**src/rtl/seq_code_lock.sv**
```systemverilog
// seq_code_lock: N-step push-button combination lock.
// Two raw buttons are synchronised and edge-detected. An inc edge steps the
// current digit and an ok edge confirms it against the code word. A correct
// sequence opens the lock. MAX_FAILS wrong attempts put the lock into a timed
// lockout.
// Optional build macro SEQ_LOCK_TIMEOUT_EN adds an idle timeout. When it fires,
// a partial entry is aborted without counting as a failure.
module seq_code_lock #(
    parameter int unsigned NUM_STEPS      = 6,
    parameter int unsigned DIGIT_W        = 4,
    parameter int unsigned DIGIT_MAX      = 9,
    parameter int unsigned MAX_FAILS      = 3,
    parameter int unsigned LOCKOUT_CYCLES = 16,
    parameter int unsigned TIMEOUT_CYCLES = 64
) (
    input  logic                              clk,
    input  logic                              reset,
    input  logic                              push_inc,
    input  logic                              push_ok,
    input  logic [NUM_STEPS*DIGIT_W-1:0]      code,
    output logic [DIGIT_W-1:0]                digit_val,
    output logic [$clog2(NUM_STEPS)-1:0]      step_idx,
    output logic                              unlock,
    output logic                              fail,
    output logic                              locked_out,
    output logic [$clog2(MAX_FAILS+1)-1:0]    fail_cnt
);

    localparam int unsigned STEP_W = $clog2(NUM_STEPS);
    localparam int unsigned CNT_W  = $clog2(MAX_FAILS + 1);
    localparam int unsigned LK_W   = $clog2(LOCKOUT_CYCLES + 1);

    typedef enum logic [1:0] {
        ST_ENTRY   = 2'd0,
        ST_OPEN    = 2'd1,
        ST_LOCKOUT = 2'd2
    } state_e;

    state_e              state_q, state_d;
    logic [DIGIT_W-1:0]  digit_q, digit_d;
    logic [STEP_W-1:0]   step_q, step_d;
    logic                err_q, err_d;
    logic                fail_q, fail_d;
    logic [CNT_W-1:0]    fail_cnt_q, fail_cnt_d;
    logic [LK_W-1:0]     lock_cnt_q, lock_cnt_d;

    logic inc_s1_q, inc_s2_q, inc_dl_q;
    logic ok_s1_q, ok_s2_q, ok_dl_q;
    logic inc_edge, ok_edge;
    logic [DIGIT_W-1:0] code_dig;
    logic timeout_abort;

    // Two-flop synchronisers plus a delay flop for rising-edge detection.
    always_ff @(posedge clk or negedge reset) begin
        if (!reset) begin
            inc_s1_q <= 1'b0;
            inc_s2_q <= 1'b0;
            inc_dl_q <= 1'b0;
            ok_s1_q  <= 1'b0;
            ok_s2_q  <= 1'b0;
            ok_dl_q  <= 1'b0;
        end else begin
            inc_s1_q <= push_inc;
            inc_s2_q <= inc_s1_q;
            inc_dl_q <= inc_s2_q;
            ok_s1_q  <= push_ok;
            ok_s2_q  <= ok_s1_q;
            ok_dl_q  <= ok_s2_q;
        end
    end

    assign inc_edge = inc_s2_q & ~inc_dl_q;
    assign ok_edge  = ok_s2_q & ~ok_dl_q;
    assign code_dig = code[step_q * DIGIT_W +: DIGIT_W];

`ifdef SEQ_LOCK_TIMEOUT_EN
    localparam int unsigned TO_W = $clog2(TIMEOUT_CYCLES + 1);
    logic [TO_W-1:0] idle_q, idle_d;
    logic            idle_run;

    assign idle_run = (state_q == ST_ENTRY) && !inc_edge && !ok_edge &&
                      ((step_q != '0) || (digit_q != '0));
    assign timeout_abort = idle_run && (idle_q == TO_W'(TIMEOUT_CYCLES - 1));

    // Idle counter: advances only while a partial entry sits untouched.
    always_comb begin
        idle_d = '0;
        if (idle_run) begin
            idle_d = idle_q + 1'b1;
        end
    end

    // Idle counter register.
    always_ff @(posedge clk or negedge reset) begin
        if (!reset) begin
            idle_q <= '0;
        end else begin
            idle_q <= idle_d;
        end
    end
`else
    assign timeout_abort = 1'b0;
`endif

    // FSM and datapath registers.
    always_ff @(posedge clk or negedge reset) begin
        if (!reset) begin
            state_q    <= ST_ENTRY;
            digit_q    <= '0;
            step_q     <= '0;
            err_q      <= 1'b0;
            fail_q     <= 1'b0;
            fail_cnt_q <= '0;
            lock_cnt_q <= '0;
        end else begin
            state_q    <= state_d;
            digit_q    <= digit_d;
            step_q     <= step_d;
            err_q      <= err_d;
            fail_q     <= fail_d;
            fail_cnt_q <= fail_cnt_d;
            lock_cnt_q <= lock_cnt_d;
        end
    end

    // Next-state logic. When both edges arrive together, ok takes priority.
    always_comb begin
        state_d    = state_q;
        digit_d    = digit_q;
        step_d     = step_q;
        err_d      = err_q;
        fail_d     = 1'b0;
        fail_cnt_d = fail_cnt_q;
        lock_cnt_d = lock_cnt_q;
        case (state_q)
            ST_ENTRY: begin
                if (ok_edge) begin
                    if (step_q == STEP_W'(NUM_STEPS - 1)) begin
                        if (!err_q && (digit_q == code_dig)) begin
                            state_d    = ST_OPEN;
                            fail_cnt_d = '0;
                        end else begin
                            fail_d  = 1'b1;
                            step_d  = '0;
                            digit_d = '0;
                            err_d   = 1'b0;
                            if (fail_cnt_q != CNT_W'(MAX_FAILS)) begin
                                fail_cnt_d = fail_cnt_q + 1'b1;
                            end
                            if (fail_cnt_d == CNT_W'(MAX_FAILS)) begin
                                state_d    = ST_LOCKOUT;
                                lock_cnt_d = '0;
                            end
                        end
                    end else begin
                        if (digit_q != code_dig) begin
                            err_d = 1'b1;
                        end
                        step_d  = step_q + 1'b1;
                        digit_d = '0;
                    end
                end else if (inc_edge) begin
                    if (digit_q == DIGIT_W'(DIGIT_MAX)) begin
                        digit_d = '0;
                    end else begin
                        digit_d = digit_q + 1'b1;
                    end
                end else if (timeout_abort) begin
                    step_d  = '0;
                    digit_d = '0;
                    err_d   = 1'b0;
                end
            end
            ST_OPEN: begin
                if (ok_edge) begin
                    state_d = ST_ENTRY;
                    step_d  = '0;
                    digit_d = '0;
                end
            end
            ST_LOCKOUT: begin
                if (lock_cnt_q == LK_W'(LOCKOUT_CYCLES - 1)) begin
                    state_d    = ST_ENTRY;
                    fail_cnt_d = '0;
                end else begin
                    lock_cnt_d = lock_cnt_q + 1'b1;
                end
            end
            default: begin
                state_d = ST_ENTRY;
            end
        endcase
    end

    assign digit_val  = digit_q;
    assign step_idx   = step_q;
    assign unlock     = (state_q == ST_OPEN);
    assign fail       = fail_q;
    assign locked_out = (state_q == ST_LOCKOUT);
    assign fail_cnt   = fail_cnt_q;

endmodule
```
**config.mk**
```make
export PLATFORM = sky130hd
export DESIGN_NAME = seq_code_lock
export DESIGN_NICKNAME = d
export VERILOG_FILES = /design/src/rtl/seq_code_lock.sv
export SDC_FILE = /design/constraint.sdc
export NUM_CORES = 1
export LEC_CHECK = 0
export ABC_CLOCK_PERIOD_IN_PS = 2300
export CAP_MARGIN = 20
export CORE_MARGIN = 3
export CORE_UTILIZATION = 40
export CTS_CLUSTER_DIAMETER = 50
export DETAILED_ROUTE_END_ITERATION = 8
export PLACE_DENSITY_LB_ADDON = 0.25
export SETUP_SLACK_MARGIN = 0.02
export SYNTH_ARGS = -nofsm -noshare
export SYNTH_HDL_FRONTEND = slang
export SYNTH_SLANG_ARGS = --single-unit
export TNS_END_PERCENT = 20
```
**constraint.sdc**
```tcl
create_clock -name clk -period 2.3 [get_ports clk]
set_clock_uncertainty 0.15 [all_clocks]
set_input_delay 0.46 -clock clk [delete_from_list [all_inputs] [get_ports clk]]
set_output_delay 0.46 -clock clk [all_outputs]
set_load 0.01 [all_outputs]
```
==> qor.yml <==
netlist_area_um2: 1500
relSlewSlack_pct: 68.8
drc: 0
synthCells: 153
final_cell_mix: "31 x clkdlybuf4s50_1, 21 x dfrtp_1, 14 x buf_4"
vias: 1357
syn_area_per_cell_um2: 9.80
dr.pass1.iters: 4
setup_tns_ns: 0
max_freq_mhz: 439
synth_mux_area_share_pct: 12.4
critPathLaunchType: "flip-flop"
core_area_um2: 3470
post-route-min-period_ns: 2.28
grt_pass1_vias: 1390
start_util_pct: 43.2
synth-seq-cells: 24
fp.dieArea_um2: 4520
fillers: 293
area.growth.synth_to_final_pct: 46.1
period_share_pct: 99.0
fp.dieW_um: 67.2
grt-ovfl-total: 0
required_ns: 2.30
hpwl_um: 2800
cap_violations: 0
drv_slew: 0
rsz0062_at_grt: "true"
cts_buffers: 3
num_rows: 21
worstSetupEndpointType: "flip-flop"
p_leak_uw: 0.000935
setup_ws_ns: 0.0221
hold_violations: 0
synthDistinctLibCells: 46
hold_path_class: "reg2reg"
stdcell_area_um2: 2190
route.met3.wl_um: 318
placed_cell_area_um2: 2040
diodes: 0
fin_cells: 252
final_common_cell: "clkdlybuf4s50_1"
ys.flop_type: "dfrtp_1"
dr.max_layer_used: "met4"
dp_slack_ns: -0.404
worst_path_max_delay_cell: "mux4_2"
synth_edf_count: 0
root_buffer: "clkbuf_8"
drt_iter0_markers: 75
synth_xor_area_share_pct: 1.75
clock_path_buffers: 2
synthSimpleGateAreaFrac_pct: 19.4
antenna_found_initial: 0
drt_wl_total_um: 3810
synth_fa_ha_area_share_pct: 3.34
grt_pass1_wl_um: 6250
clock_latency_ns: 0.27
pin_count: 40
slowest_delay_ns: 0.52
finalWeightedCongestion: 0.894
reg2reg_slack_ns: 0.02
cts.htree.levels: 1
synth_top_family_by_area: "simple AND/OR/NAND/NOR gates"
critPathArrivalTime_ns: 2.28
wl_met1_um: 1700
portBuffers: 39
routed_via_density: 5.38
drive_gt1_share_pct: 24.8
critPathTopFamily: "compound AO/OA/AOI/OAI gates"
critPathBufInv: 1
wl_met2_um: 1700
cp_max_fo: 7
layout.nets: 239
path_class: "reg2reg"
async_reset_ff_share_pct: 100
synth_compound_area_share_pct: 17.8
max_slew.worst_pin.slew_ns: 0.465
cts.sinks: 24
die_h_um: 67.2
p_per_area_nw_per_um2: 1180
peakVddDrop_v: 0.000583
holdWs_ns: 0.204
yosys_warnings: 0
wire_per_inst_um: 15.1
cts_tree: "yes"
grt_start_max_net_pins: 25
syn-num-nets: 185
ys_seq_area_share_pct: 40.1
path_cells: "mux4_2 > a22oi_2 > xnor2_2 > a2111oi_4 > buf_6 > a211oi_4 > o22ai_1"
finalSetupViolations: 0
clkTransAtPathRegs_ns: 0.09
status: "complete, no violations"
dpl.cell_count: 248
grtUsageTotal_pct: 17.9
ant_nets: 0
==> worst paths after layout <==
kind                                  to   startpoint  depth (start not counted)
max                        lock_cnt_q[1]  step_idx[0]                          7
min reg2reg                      ok_s2_q      ok_s1_q                          0
min                              ok_s2_q      ok_s1_q                          0
min in group asynchronous           fail        reset                          2
max in group asynchronous    step_idx[0]        reset                          2
max reg2reg                lock_cnt_q[1]  step_idx[0]                          7
==> where the power goes <==
part | total [µW] | switching, µW | internal (µW)
Clock | 372 | 139 | 233
Sequential | 740 | 186 | 553
Combinational | 1480 | 685 | 794
==> synth_stat cells (all sizes together), types with 3 or more instances <==
| master | number | area, µm² |
|---|---|---|
| nand4 | 3 | 18.8 |
| nor3 | 8 | 40.0 |
| o21ai | 8 | 40.0 |
| clkbuf | 3 | 11.3 |
| inv | 12 | 45.0 |
| a31oi | 4 | 25.0 |
| nor2 | 11 | 41.3 |
| nor2b | 6 | 37.5 |
| nand3 | 6 | 30.0 |
| ha | 4 | 50.1 |
| dfrtp | 24 | 601 |
| mux2 | 5 | 56.3 |
| o22ai | 4 | 25.0 |
| nand2 | 8 | 30.0 |
| mux2i | 8 | 80.1 |
| nand2b | 3 | 18.8 |
| nand3b | 3 | 22.5 |
| buf | 3 | 20.0 |
| xnor2 | 3 | 26.3 |
==> flip-flops by register name, summed over array words and instances, names as in the netlist <==
signal	flops
err_q	1
lock_cnt_q	5
fail	1
state_q	2
fail_cnt	2
inc_s2_q	1
inc_s1_q	1
inc_dl_q	1
ok_s2_q	1
digit_val	4
ok_dl_q	1
step_idx	3
ok_s1_q	1
==> worst reg2reg max path, cell delays in order, from the launching register on <==
cell and delay [ns]:
dfrtp_2 0.43, mux4_2 0.52, a22oi_2 0.21, xnor2_2 0.16
a2111oi_4 0.07, buf_6 0.15, a211oi_4 0.33, o22ai_1 0.14
==> what timing repair did <==
action	in CTS	in global routing
pin swaps	0	3
setup buffers	1	1
gates resized for setup	11	19
endpoints found under the setup margin	16	20
hold buffers	0	0
==> logic make-up (layout without fill, tap and decap cells) <==
| group | Yosys count | after routing |
|---|---|---|
| simple gates | 55 | 55 |
| compound gates | 33 | 33 |
| flops | 24 | 24 |
| buf+inv | 19 | 72 |
| mux | 15 | 15 |
| fa+ha+maj | 4 | 4 |
| xor+xnor | 3 | 3 |
==> through the flow <==
step	power, µW	utilization, %
3_3_place_gp	2060	58.8
6_report	2590	63.1
4_1_cts	2530	61.5
2_1_floorplan	1550	-
3_5_place_dp	2090	58.8
5_1_grt	2790	63.1
==> per-layer routing <==
layer	track usage, %	vias to the layer above
met5	0	-
met4	7.34	0
met3	3.16	6
met2	28.6	58
met1	24.0	623
li1	-	670
==> final cells by class <==
cell class / instances / area, µm² / share of cell area [%]
Inverter: 13 / 48.8 / 2.23
Clock inverter: 1 / 30.0 / 1.37
Sequential cell: 24 / 604 / 27.6
Tap cell: 46 / 57.6 / 2.63
Multi-Input combinational cell: 110 / 885 / 40.4
Clock buffer: 3 / 41.3 / 1.89
Timing Repair Buffer: 55 / 523 / 23.9
Power figures use the tool's default switching activity.
